File: src/rtl/oneapi_gasket_pkg.sv
// Shared types for the oneAPI AXI4-S video gasket front end.
package oneapi_gasket_pkg;

    typedef enum logic [1:0] {
        IDLE     = 2'd0,
        WAIT_SOF = 2'd1,
        RUN      = 2'd2
    } seq_state_t;

    localparam int unsigned SOF_BIT = 0;

endpackage

File: src/rtl/oneapi_line_frame_counter.sv
// Beat/line position tracking against latched geometry; flags are qualified by the caller's beat strobe.
module oneapi_line_frame_counter #(
    parameter int unsigned BEAT_CNT_W = 16,
    parameter int unsigned LINE_CNT_W = 16
) (
    input  logic                  i_clk,
    input  logic                  i_reset,
    input  logic                  i_beat,
    input  logic                  i_start,
    input  logic                  i_tlast,
    input  logic [BEAT_CNT_W-1:0] i_cfg_line_beats,
    input  logic [LINE_CNT_W-1:0] i_cfg_frame_lines,
    output logic                  o_short,
    output logic                  o_long,
    output logic                  o_frame_end,
    output logic                  o_mid_frame
);

    localparam logic [BEAT_CNT_W-1:0] BEAT_ONE = BEAT_CNT_W'(1);
    localparam logic [LINE_CNT_W-1:0] LINE_ONE = LINE_CNT_W'(1);

    logic [BEAT_CNT_W-1:0] r_beat_cnt;
    logic [LINE_CNT_W-1:0] r_line_cnt;
    logic [BEAT_CNT_W-1:0] r_lat_line_beats;
    logic [LINE_CNT_W-1:0] r_lat_frame_lines;

    logic [BEAT_CNT_W-1:0] w_line_beats;
    logic [LINE_CNT_W-1:0] w_frame_lines;
    logic [BEAT_CNT_W-1:0] w_beat_inc;
    logic [LINE_CNT_W-1:0] w_line_cur;
    logic [LINE_CNT_W-1:0] w_line_inc;

    // A start beat is evaluated as beat 0 of line 0 against the incoming geometry.
    assign w_line_beats  = i_start ? i_cfg_line_beats  : r_lat_line_beats;
    assign w_frame_lines = i_start ? i_cfg_frame_lines : r_lat_frame_lines;
    assign w_beat_inc    = (i_start ? '0 : r_beat_cnt) + BEAT_ONE;
    assign w_line_cur    = i_start ? '0 : r_line_cnt;
    assign w_line_inc    = w_line_cur + LINE_ONE;

    assign o_short     = i_tlast && (w_beat_inc < w_line_beats);
    assign o_long      = !i_tlast && (w_beat_inc == w_line_beats);
    assign o_frame_end = i_tlast && (w_line_inc == w_frame_lines);
    assign o_mid_frame = (r_beat_cnt != '0) || (r_line_cnt != '0);

    always_ff @(posedge i_clk) begin
        if (i_reset) begin
            r_beat_cnt        <= '0;
            r_line_cnt        <= '0;
            r_lat_line_beats  <= '0;
            r_lat_frame_lines <= '0;
        end else if (i_beat) begin
            if (i_start) begin
                r_lat_line_beats  <= i_cfg_line_beats;
                r_lat_frame_lines <= i_cfg_frame_lines;
            end
            r_beat_cnt <= (i_tlast || o_long) ? '0 : w_beat_inc;
            if (i_tlast) begin
                r_line_cnt <= o_frame_end ? '0 : w_line_inc;
            end else begin
                r_line_cnt <= w_line_cur;
            end
        end
    end

endmodule

File: src/rtl/oneapi_axs_frame_sequencer.sv
// Frame-boundary gate in front of the pixel gasket: aligns to SOF, checks geometry, counts good frames.
module oneapi_axs_frame_sequencer
    import oneapi_gasket_pkg::*;
#(
    parameter int unsigned BITS_AXI    = 24,
    parameter int unsigned TUSER_BITS  = 3,
    parameter int unsigned BEAT_CNT_W  = 16,
    parameter int unsigned LINE_CNT_W  = 16,
    parameter int unsigned FRAME_CNT_W = 32
) (
    input  logic                   csi_clk,
    input  logic                   rsi_reset,
    input  logic                   cfg_enable,
    input  logic [BEAT_CNT_W-1:0]  cfg_line_beats,
    input  logic [LINE_CNT_W-1:0]  cfg_frame_lines,
    input  logic                   err_clear,
    input  logic                   axs_tvalid,
    output logic                   axs_tready,
    input  logic [BITS_AXI-1:0]    axs_tdata,
    input  logic                   axs_tlast,
    input  logic [TUSER_BITS-1:0]  axs_tuser,
    output logic                   axm_tvalid,
    input  logic                   axm_tready,
    output logic [BITS_AXI-1:0]    axm_tdata,
    output logic                   axm_tlast,
    output logic [TUSER_BITS-1:0]  axm_tuser,
    output logic                   sts_busy,
    output logic [FRAME_CNT_W-1:0] sts_frame_count,
    output logic                   sts_err_short,
    output logic                   sts_err_long,
    output logic                   sts_err_early_sof
);

    seq_state_t             r_state;
    logic                   r_busy;
    logic                   r_frame_err;
    logic [FRAME_CNT_W-1:0] r_frame_count;
    logic                   r_err_short;
    logic                   r_err_long;
    logic                   r_err_early_sof;

    logic w_sof, w_beat, w_pass, w_start, w_cfg_ok;
    logic w_short, w_long, w_frame_end, w_mid_frame;
    logic w_set_short, w_set_long, w_set_early, w_frame_done, w_frame_bad;

    assign axm_tdata = axs_tdata;
    assign axm_tlast = axs_tlast;
    assign axm_tuser = axs_tuser;

    assign w_sof    = axs_tuser[SOF_BIT];
    assign w_cfg_ok = (cfg_line_beats != '0) && (cfg_frame_lines != '0);

    always_comb begin
        axs_tready = 1'b1;
        axm_tvalid = 1'b0;
        case (r_state)
            WAIT_SOF: if (w_sof) begin
                axs_tready = axm_tready;
                axm_tvalid = axs_tvalid;
            end
            RUN: begin
                axs_tready = axm_tready;
                axm_tvalid = axs_tvalid;
            end
            default: ;
        endcase
    end

    assign w_beat  = axs_tvalid && axs_tready;
    assign w_pass  = w_beat && ((r_state == RUN) || ((r_state == WAIT_SOF) && w_sof));
    assign w_start = w_pass && w_sof;

    oneapi_line_frame_counter #(
        .BEAT_CNT_W (BEAT_CNT_W),
        .LINE_CNT_W (LINE_CNT_W)
    ) u_counter (
        .i_clk             (csi_clk),
        .i_reset           (rsi_reset),
        .i_beat            (w_pass),
        .i_start           (w_start),
        .i_tlast           (axs_tlast),
        .i_cfg_line_beats  (cfg_line_beats),
        .i_cfg_frame_lines (cfg_frame_lines),
        .o_short           (w_short),
        .o_long            (w_long),
        .o_frame_end       (w_frame_end),
        .o_mid_frame       (w_mid_frame)
    );

    assign w_set_short  = w_pass && w_short;
    assign w_set_long   = w_pass && w_long;
    assign w_set_early  = w_start && (r_state == RUN) && w_mid_frame;
    assign w_frame_done = w_pass && w_frame_end;
    // An early SOF abandons the old frame; its errors do not follow into the new one.
    assign w_frame_bad  = (r_frame_err && !w_start) || w_set_short || w_set_long;

    always_ff @(posedge csi_clk) begin
        if (rsi_reset) begin
            r_state         <= IDLE;
            r_busy          <= 1'b0;
            r_frame_err     <= 1'b0;
            r_frame_count   <= '0;
            r_err_short     <= 1'b0;
            r_err_long      <= 1'b0;
            r_err_early_sof <= 1'b0;
        end else begin
            r_err_short     <= (r_err_short     && !err_clear) || w_set_short;
            r_err_long      <= (r_err_long      && !err_clear) || w_set_long;
            r_err_early_sof <= (r_err_early_sof && !err_clear) || w_set_early;

            if (w_pass) begin
                r_frame_err <= w_frame_done ? 1'b0 : w_frame_bad;
            end
            if (w_frame_done && !w_frame_bad) begin
                r_frame_count <= r_frame_count + FRAME_CNT_W'(1);
            end

            case (r_state)
                IDLE: begin
                    r_busy <= 1'b0;
                    if (cfg_enable && w_cfg_ok) begin
                        r_state <= WAIT_SOF;
                    end
                end
                WAIT_SOF: begin
                    if (w_start) begin
                        if (w_frame_done) begin
                            r_state <= cfg_enable ? WAIT_SOF : IDLE;
                        end else begin
                            r_state <= RUN;
                            r_busy  <= 1'b1;
                        end
                    end else if (!cfg_enable) begin
                        r_state <= IDLE;
                    end
                end
                RUN: begin
                    if (w_frame_done) begin
                        r_state <= cfg_enable ? WAIT_SOF : IDLE;
                        r_busy  <= 1'b0;
                    end
                end
                default: begin
                    r_state <= IDLE;
                    r_busy  <= 1'b0;
                end
            endcase
        end
    end

    assign sts_busy          = r_busy;
    assign sts_frame_count   = r_frame_count;
    assign sts_err_short     = r_err_short;
    assign sts_err_long      = r_err_long;
    assign sts_err_early_sof = r_err_early_sof;

endmodule

File: config.mk
export PLATFORM = sky130hd
export DESIGN_NAME = oneapi_axs_frame_sequencer
export DESIGN_NICKNAME = d
export VERILOG_FILES = /design/src/rtl/oneapi_gasket_pkg.sv /design/src/rtl/oneapi_line_frame_counter.sv /design/src/rtl/oneapi_axs_frame_sequencer.sv
export SDC_FILE = /design/constraint.sdc
export NUM_CORES = 1
export LEC_CHECK = 0
export CAP_MARGIN = 10
export CORE_MARGIN = 10
export CORE_UTILIZATION = 40
export DETAILED_ROUTE_END_ITERATION = 16
export PLACE_DENSITY_LB_ADDON = 0.1
export SETUP_SLACK_MARGIN = 0.5
export SYNTH_ARGS = -nofsm -noshare
export SYNTH_HDL_FRONTEND = slang
export SYNTH_HIERARCHICAL = 1
export SYNTH_SLANG_ARGS = --single-unit
File: constraint.sdc
create_clock -name csi_clk -period 6.52 [get_ports csi_clk]
set_input_delay 1.304 -clock csi_clk [delete_from_list [all_inputs] [get_ports csi_clk]]
set_output_delay 1.304 -clock csi_clk [all_outputs]
set_load 0.02 [all_outputs]
==> flow_summary.ini, run 1 <==
[logic_synthesis]
async_flop_share = 0
yosys.area.top_type_share = 0.317
synth_warnings = 6
ys_top_cells_by_area = dfxtp_1 (32%), a21oi_1 (5.1%), nand2_1 (4.7%)
synth_edf_count = 0
synth_ff_type = dfxtp_1
synth_top_area_cell = dfxtp_1
yosysUniqueCellTypes = 68
synth-seq-cells = 103
yosysSeqAreaShare = 0.317
syn-cell-area_mm2 = 0.00650
avgSynthCellArea_um2 = 8.01
syn_nets = 901
synthCells = 811

[clock_tree]
clockBufferDepth = 2
cts_tree = built
clock-root-buffer = clkbuf_16
htree_levels = 3
clk-insertion-delay-late_ps = 350
cts_sinks = 103
cts_hold_buf = 0
cts_made_buffers = 9
clk_pin_slew_ps = 70

[worst_setup_path]
critPathMaxFanout = 22
path_class = in -> reg
endpoint_kind = flop
slowest_delay_ps = 610
critPathLaunch = axm_tready
required_ps = 6800
critPathArrivalTime_ps = 6070
crit_chain = clkdlybuf4s50_1 -> a21oi_2 -> o21a_1 -> nor2_4 -> buf_4 -> nor2b_1 -> ha_1 -> nand4_2 -> or4_4 -> xnor2_1 -> a211o_2 -> a211oi_4 -> and2_1 -> nand4_1 -> buf_4 -> or3_4 -> or4_1 -> a21oi_1
r2r-start = r_state[0]
critPathLaunchType = primary input
slowest_stage = or4_4
path_common_cell = buf_4

[grt]
grt_usage = 0.159
grt_first_pass_wirelength_mm = 28.9
grt-ovfl-total = 0
antenna_found_initial = 0
grt_max_degree = 68
grt_pass1_vias = 5552

[route]
wl_per_cell_um = 17.1
drtPass1Iterations = 5
drt_iter0_markers = 352
postRouteAntennaNets = 0
drt-total-wl_mm = 18.2
via_per_inst = 5.63
vias = 6008
drc_errors = 0

[cells_and_area]
final_common_cell = dfxtp_1
final_core_util = 0.482
final_cell_mix = dfxtp_1 (103), nand2_1 (82), clkdlybuf4s50_1 (78), nor2_1 (67), a21oi_1 (65)
diodes = 0
fin_nets = 936
area_delta_synth_final_pct = 17.9
layout-drive-gt1-share = 0.0787

[power_and_ir_drop]
power_mw = 1.44
leakage_nw = 2.58
p_per_area_mw_per_mm2 = 188
ir_worst_vdd_v = 0.000133

[place]
port_buffers = 79
post-dp-hpwl_mm = 13.2
gp_congestion = 0.866

[sta]
period_share = 0.888
period_minus_slack_ps = 5790
holdWs_ps = 458
maxSlewViolCount = 0
fin_setup_tns_ps = 0
fin_worst_skew_ps = 8.53
hold_violations = 0
fmax_mhz = 173
worst_pin_slew_ps = 972
setup_viol = 0
rsz0062_at_grt = no
slew_headroom = 0.347

[floorplanning]
rows = 46
initial_utilization = 0.409
core_area_mm2 = 0.0159
die_w_um = 147
ios = 132
dieHeight_um = 147
dieArea_mm2 = 0.0217

[worst_hold_path]
hold_class = reg -> reg
min_from = u_counter/r_lat_frame_lines[4]

[outcome]
outcome = complete, no violations

[run]
cap_violations = 0
## layout make-up
class                           count  area (µm²)
Sequential cell                   103        2060
Clock buffer                        9         225
Multi-Input combinational cell    622        4070
Inverter                           16        60.1
Fill cell                        1573        8230
Clock inverter                      7        70.1
Tap cell                          216         270
Timing Repair Buffer               94         898
## worst max-delay path: cells and delay by family
kind	cells	cell delay (ps)
compound gates	5	1130
xor+xnor	1	140
buf+inv	3	850
fa+ha+maj	1	210
simple gates	8	2410
## stage by stage
stage | std cells | instance area [µm²] | worst slack, ps
2_1_floorplan | 811 | 6610 | 434
3_3_place_gp | 1046 | 7290 | 318
3_5_place_dp | 1046 | 7290 | 134
4_1_cts | 1062 | 7590 | 689
5_1_grt | 1067 | 7660 | 492
6_report | 1067 | 7660 | 731
## sequential cells by signal, indices dropped and copies added, names as in the netlist
name and flops:
sts_err_early_sof 1, sts_frame_count 32, u_counter/r_lat_frame_lines 16, sts_err_long 1, r_state 2, sts_busy 1
sts_err_short 1, r_frame_err 1, u_counter/r_lat_line_beats 16, u_counter/r_line_cnt 16, u_counter/r_beat_cnt 16
## power breakdown
group | switching [mW] | total [mW] | internal (mW)
Clock | 0.256 | 0.555 | 0.299
Sequential | 0.00777 | 0.647 | 0.639
Combinational | 0.140 | 0.236 | 0.0966
Total | 0.403 | 1.44 | 1.03
## cells by family (layout without fill, tap and decap cells)
group,after synthesis,count (layout),share of synthesized area
flops,103,103,0.317
buf+inv,88,126,0.0714
simple gates,355,357,0.297
mux,31,31,0.0483
compound gates,169,169,0.164
fa+ha+maj,24,24,0.0462
xor+xnor,41,41,0.0553
## metal layers
metal	share of wire	wire [µm]	track usage
met1	0.48	8830	0.215
met2	0.46	8380	0.251
met3	0.044	793	0.0302
met4	0.012	218	0.0451
met5	0	0	0
## cells in the mapped netlist (16+ instances only)
cell	count
a211oi_1	17
a21oi_1	66
buf_4	29
clkbuf_1	31
dfxtp_1	103
ha_1	24
inv_1	16
mux2i_1	28
nand2_1	82
nand2b_1	21
nand3_1	38
nor2_1	70
nor4_1	22
o21ai_0	24
xnor2_1	23
xor2_1	18
## repair_timing
item / in CTS / in global routing
resized for setup: 1 / 7
endpoints found under the hold margin: 0 / 0
setup endpoints to repair: 1 / 13
buffers inserted: 0 / 3
pin swaps: 0 / 5
cloned: 0 / 2
## path summary, 6_finish.rpt
| check | endpoint | slack [ps] | depth (start not counted) |
|---|---|---|---|
| worst min-delay path | u_counter/r_lat_frame_lines[4] | 460 | 2 |
| worst max-delay path | sts_frame_count[25] | 730 | 18 |
| worst min register to register | u_counter/r_lat_frame_lines[4] | 460 | 2 |
| worst max register to register | sts_frame_count[25] | 1320 | 19 |
No activity file was read; power rests on OpenSTA's default activity.
==> run 2: changes to the inputs <==
--- a/config.mk
+++ b/config.mk
@@ -6,7 +6,6 @@
 export NUM_CORES = 1
 export LEC_CHECK = 0
 export CAP_MARGIN = 10
-export CORE_MARGIN = 10
 export CORE_UTILIZATION = 40
 export DETAILED_ROUTE_END_ITERATION = 16
 export PLACE_DENSITY_LB_ADDON = 0.1
==> run 2 against run 1 <==
Register-to-register slack gained 180 ps. Total power grew 4.9%. Wire length shrank 3.3%. Maximum frequency grew 2.5%. Worst hold slack lost 1.9 ps. Core utilization grew 0.10 points. Global-route usage grew 5.3 points. Largest cell class unchanged.
==> flow_summary.ini, run 2 (synthesis results as in run 1) <==
[route]
drtPass1Iterations = 5
drc_errors = 0
drt-total-wl_mm = 17.6
wl_per_cell_um = 16.6
drt_iter0_markers = 464
postRouteAntennaNets = 0
vias = 6028
via_per_inst = 5.68

[power_and_ir_drop]
p_int_mw = 1.12
sw_frac_of_total = 0.259
clkPwrFrac = 0.415
switchingPower_mw = 0.390
p_comb_frac = 0.157
p_per_area_mw_per_mm2 = 197
ir_worst_vdd_v = 0.000131
seqPwrFrac = 0.429
leakage_nw = 2.58

[grt]
grt_usage = 0.211
antenna_found_initial = 0
grt-ovfl-total = 0
grt_first_pass_wirelength_mm = 28.1
grt_pass1_vias = 5511
grt_max_degree = 60

[cells_and_area]
final_cell_mix = dfxtp_1 (103), nand2_1 (82), clkdlybuf4s50_1 (78), nor2_1 (67), a21oi_1 (65)
final_core_util = 0.483
largest_register_ffs = 32
final_common_cell = dfxtp_1
design_area_mm2 = 0.00768
fin_nets = 933
layout-drive-gt1-share = 0.0745
area_delta_synth_final_pct = 18.1
diodes = 0

[worst_setup_path]
critPathLaunchType = primary input
r2r-end = sts_frame_count[22]
crit_chain = clkdlybuf4s50_1 -> nor2b_1 -> o21a_1 -> nor2_4 -> buf_12 -> nor2b_1 -> ha_2 -> nand4_2 -> or4_4 -> xnor2_1 -> a211o_2 -> a211oi_4 -> and2_1 -> nand3_2 -> or4_4 -> or4_1 -> a21oi_1
required_ps = 6810
ff2ff_path_depth = 18
critPathMaxFanout = 37
endpoint_kind = flop
slowest_stage = or4_4
r2r-start = r_state[0]
regToRegSetupSlack_ps = 1500
critPathArrivalTime_ps = 5930
slowest_delay_ps = 600
path_class = in -> reg

[floorplanning]
die_w_um = 129
ios = 132
rows = 46
initial_utilization = 0.409
dieHeight_um = 129
core_area_mm2 = 0.0159
dieArea_mm2 = 0.0168

[place]
preCtsSetupSlack_ps = 171
port_buffers = 79
post-dp-hpwl_mm = 12.5
dpl_cell_area_mm2 = 0.00730
gp_congestion = 0.870

[clock_tree]
cts_tree = built
cts_made_buffers = 9
clockBufferDepth = 2
htree_levels = 3
clk-insertion-delay-late_ps = 350
clock-root-buffer = clkbuf_16
clk_pin_slew_ps = 70
cts_hold_buf = 0
cts_sinks = 103

[sta]
period_minus_slack_ps = 5650
period_share = 0.866
slew_headroom = 0.286
hold_violations = 0
maxSlewViolCount = 0
fmax_mhz = 177
setup_viol = 0
setup_slack_ps = 871
rsz0062_at_grt = no
worst_pin_slew_ps = 1060
fin_setup_tns_ps = 0
fin_worst_skew_ps = 6.63

[worst_hold_path]
min_from = u_counter/r_lat_frame_lines[3]
hold_end = u_counter/r_lat_frame_lines[3]
hold_depth = 2
hold_class = reg -> reg

[outcome]
outcome = complete, no violations

[run]
cap_violations = 0
-- run 2: changes by cell type in the layout (fill, tap and decap cells not counted), sizes merged --
cell      before  now
bufinv         1    3
clkbuf         9   10
clkinvlp       1    0
buf           16   14
clkinv         3    1
or3           13   12
inv           18   16
-- run 2: repair_timing --
item	4_1_cts	5_1_grt
setup buffers	0	2
hold endpoints to repair	0	0
gates resized for setup	0	6
endpoints found under the setup margin	0	14
-- run 2: worst max-delay path by stage --
| stage | startpoint | endpoint | slack (ps) | cells past startpoint |
|---|---|---|---|---|
| 6_report | axs_tuser[0] | sts_frame_count[22] | 870 | 17 |
| 3_3_place_gp | axs_tuser[0] | sts_frame_count[15] | 310 | 23 |
| 3_5_place_dp | axs_tuser[0] | sts_frame_count[19] | 170 | 20 |
| 5_1_grt | axs_tuser[0] | sts_frame_count[22] | 520 | 22 |
| 4_1_cts | axs_tuser[0] | sts_frame_count[19] | 520 | 20 |
| 2_1_floorplan | axs_tuser[0] | sts_frame_count[29] | 430 | 30 |
-- run 2: critical path, delay by kind of cell --
kind	cells	cell delay, ps
AOI/OAI and AO/OA	4	960
and+or+nand+nor	9	2580
buffers and inverters	2	660
adders and majority gates	1	260
xor gates and xnor gates	1	140
-- run 2: power by group through the flow --
stage               sequential, mW  combinational [mW]  clock, mW
floorplan                    0.660               0.186          0
global placement             0.661               0.230          0
detailed placement           0.661               0.233          0
CTS                          0.646               0.234      0.642
global route                 0.647               0.259      0.666
finish                       0.647               0.237      0.626
-- run 2: final cells by class --
cell class / instances / area, µm²
fill: 1576 / 8210
clock inverter: 4 / 95.1
sequential: 103 / 2060
multi-input combinational: 621 / 4050
tap: 216 / 270
timing repair buffer: 92 / 896
inverter: 16 / 60.1
clock buffer: 10 / 239
-- run 2: through the flow --
step / hold slack (ps) / instances / power (mW)
3_5_place_dp: 449 / 1045 / 0.895
6_report: 457 / 1062 / 1.51
4_1_cts: 459 / 1059 / 1.52
3_3_place_gp: 444 / 1045 / 0.891
2_1_floorplan: 436 / 811 / 0.846
5_1_grt: 490 / 1062 / 1.57
-- run 2: per-layer routing --
metal,vias to the layer above,routed length (µm),global-route usage
li1,2970,-,-
met1,2859,8210,0.289
met2,169,8110,0.334
met3,30,953,0.0388
met4,0,348,0.0718
met5,-,0,0
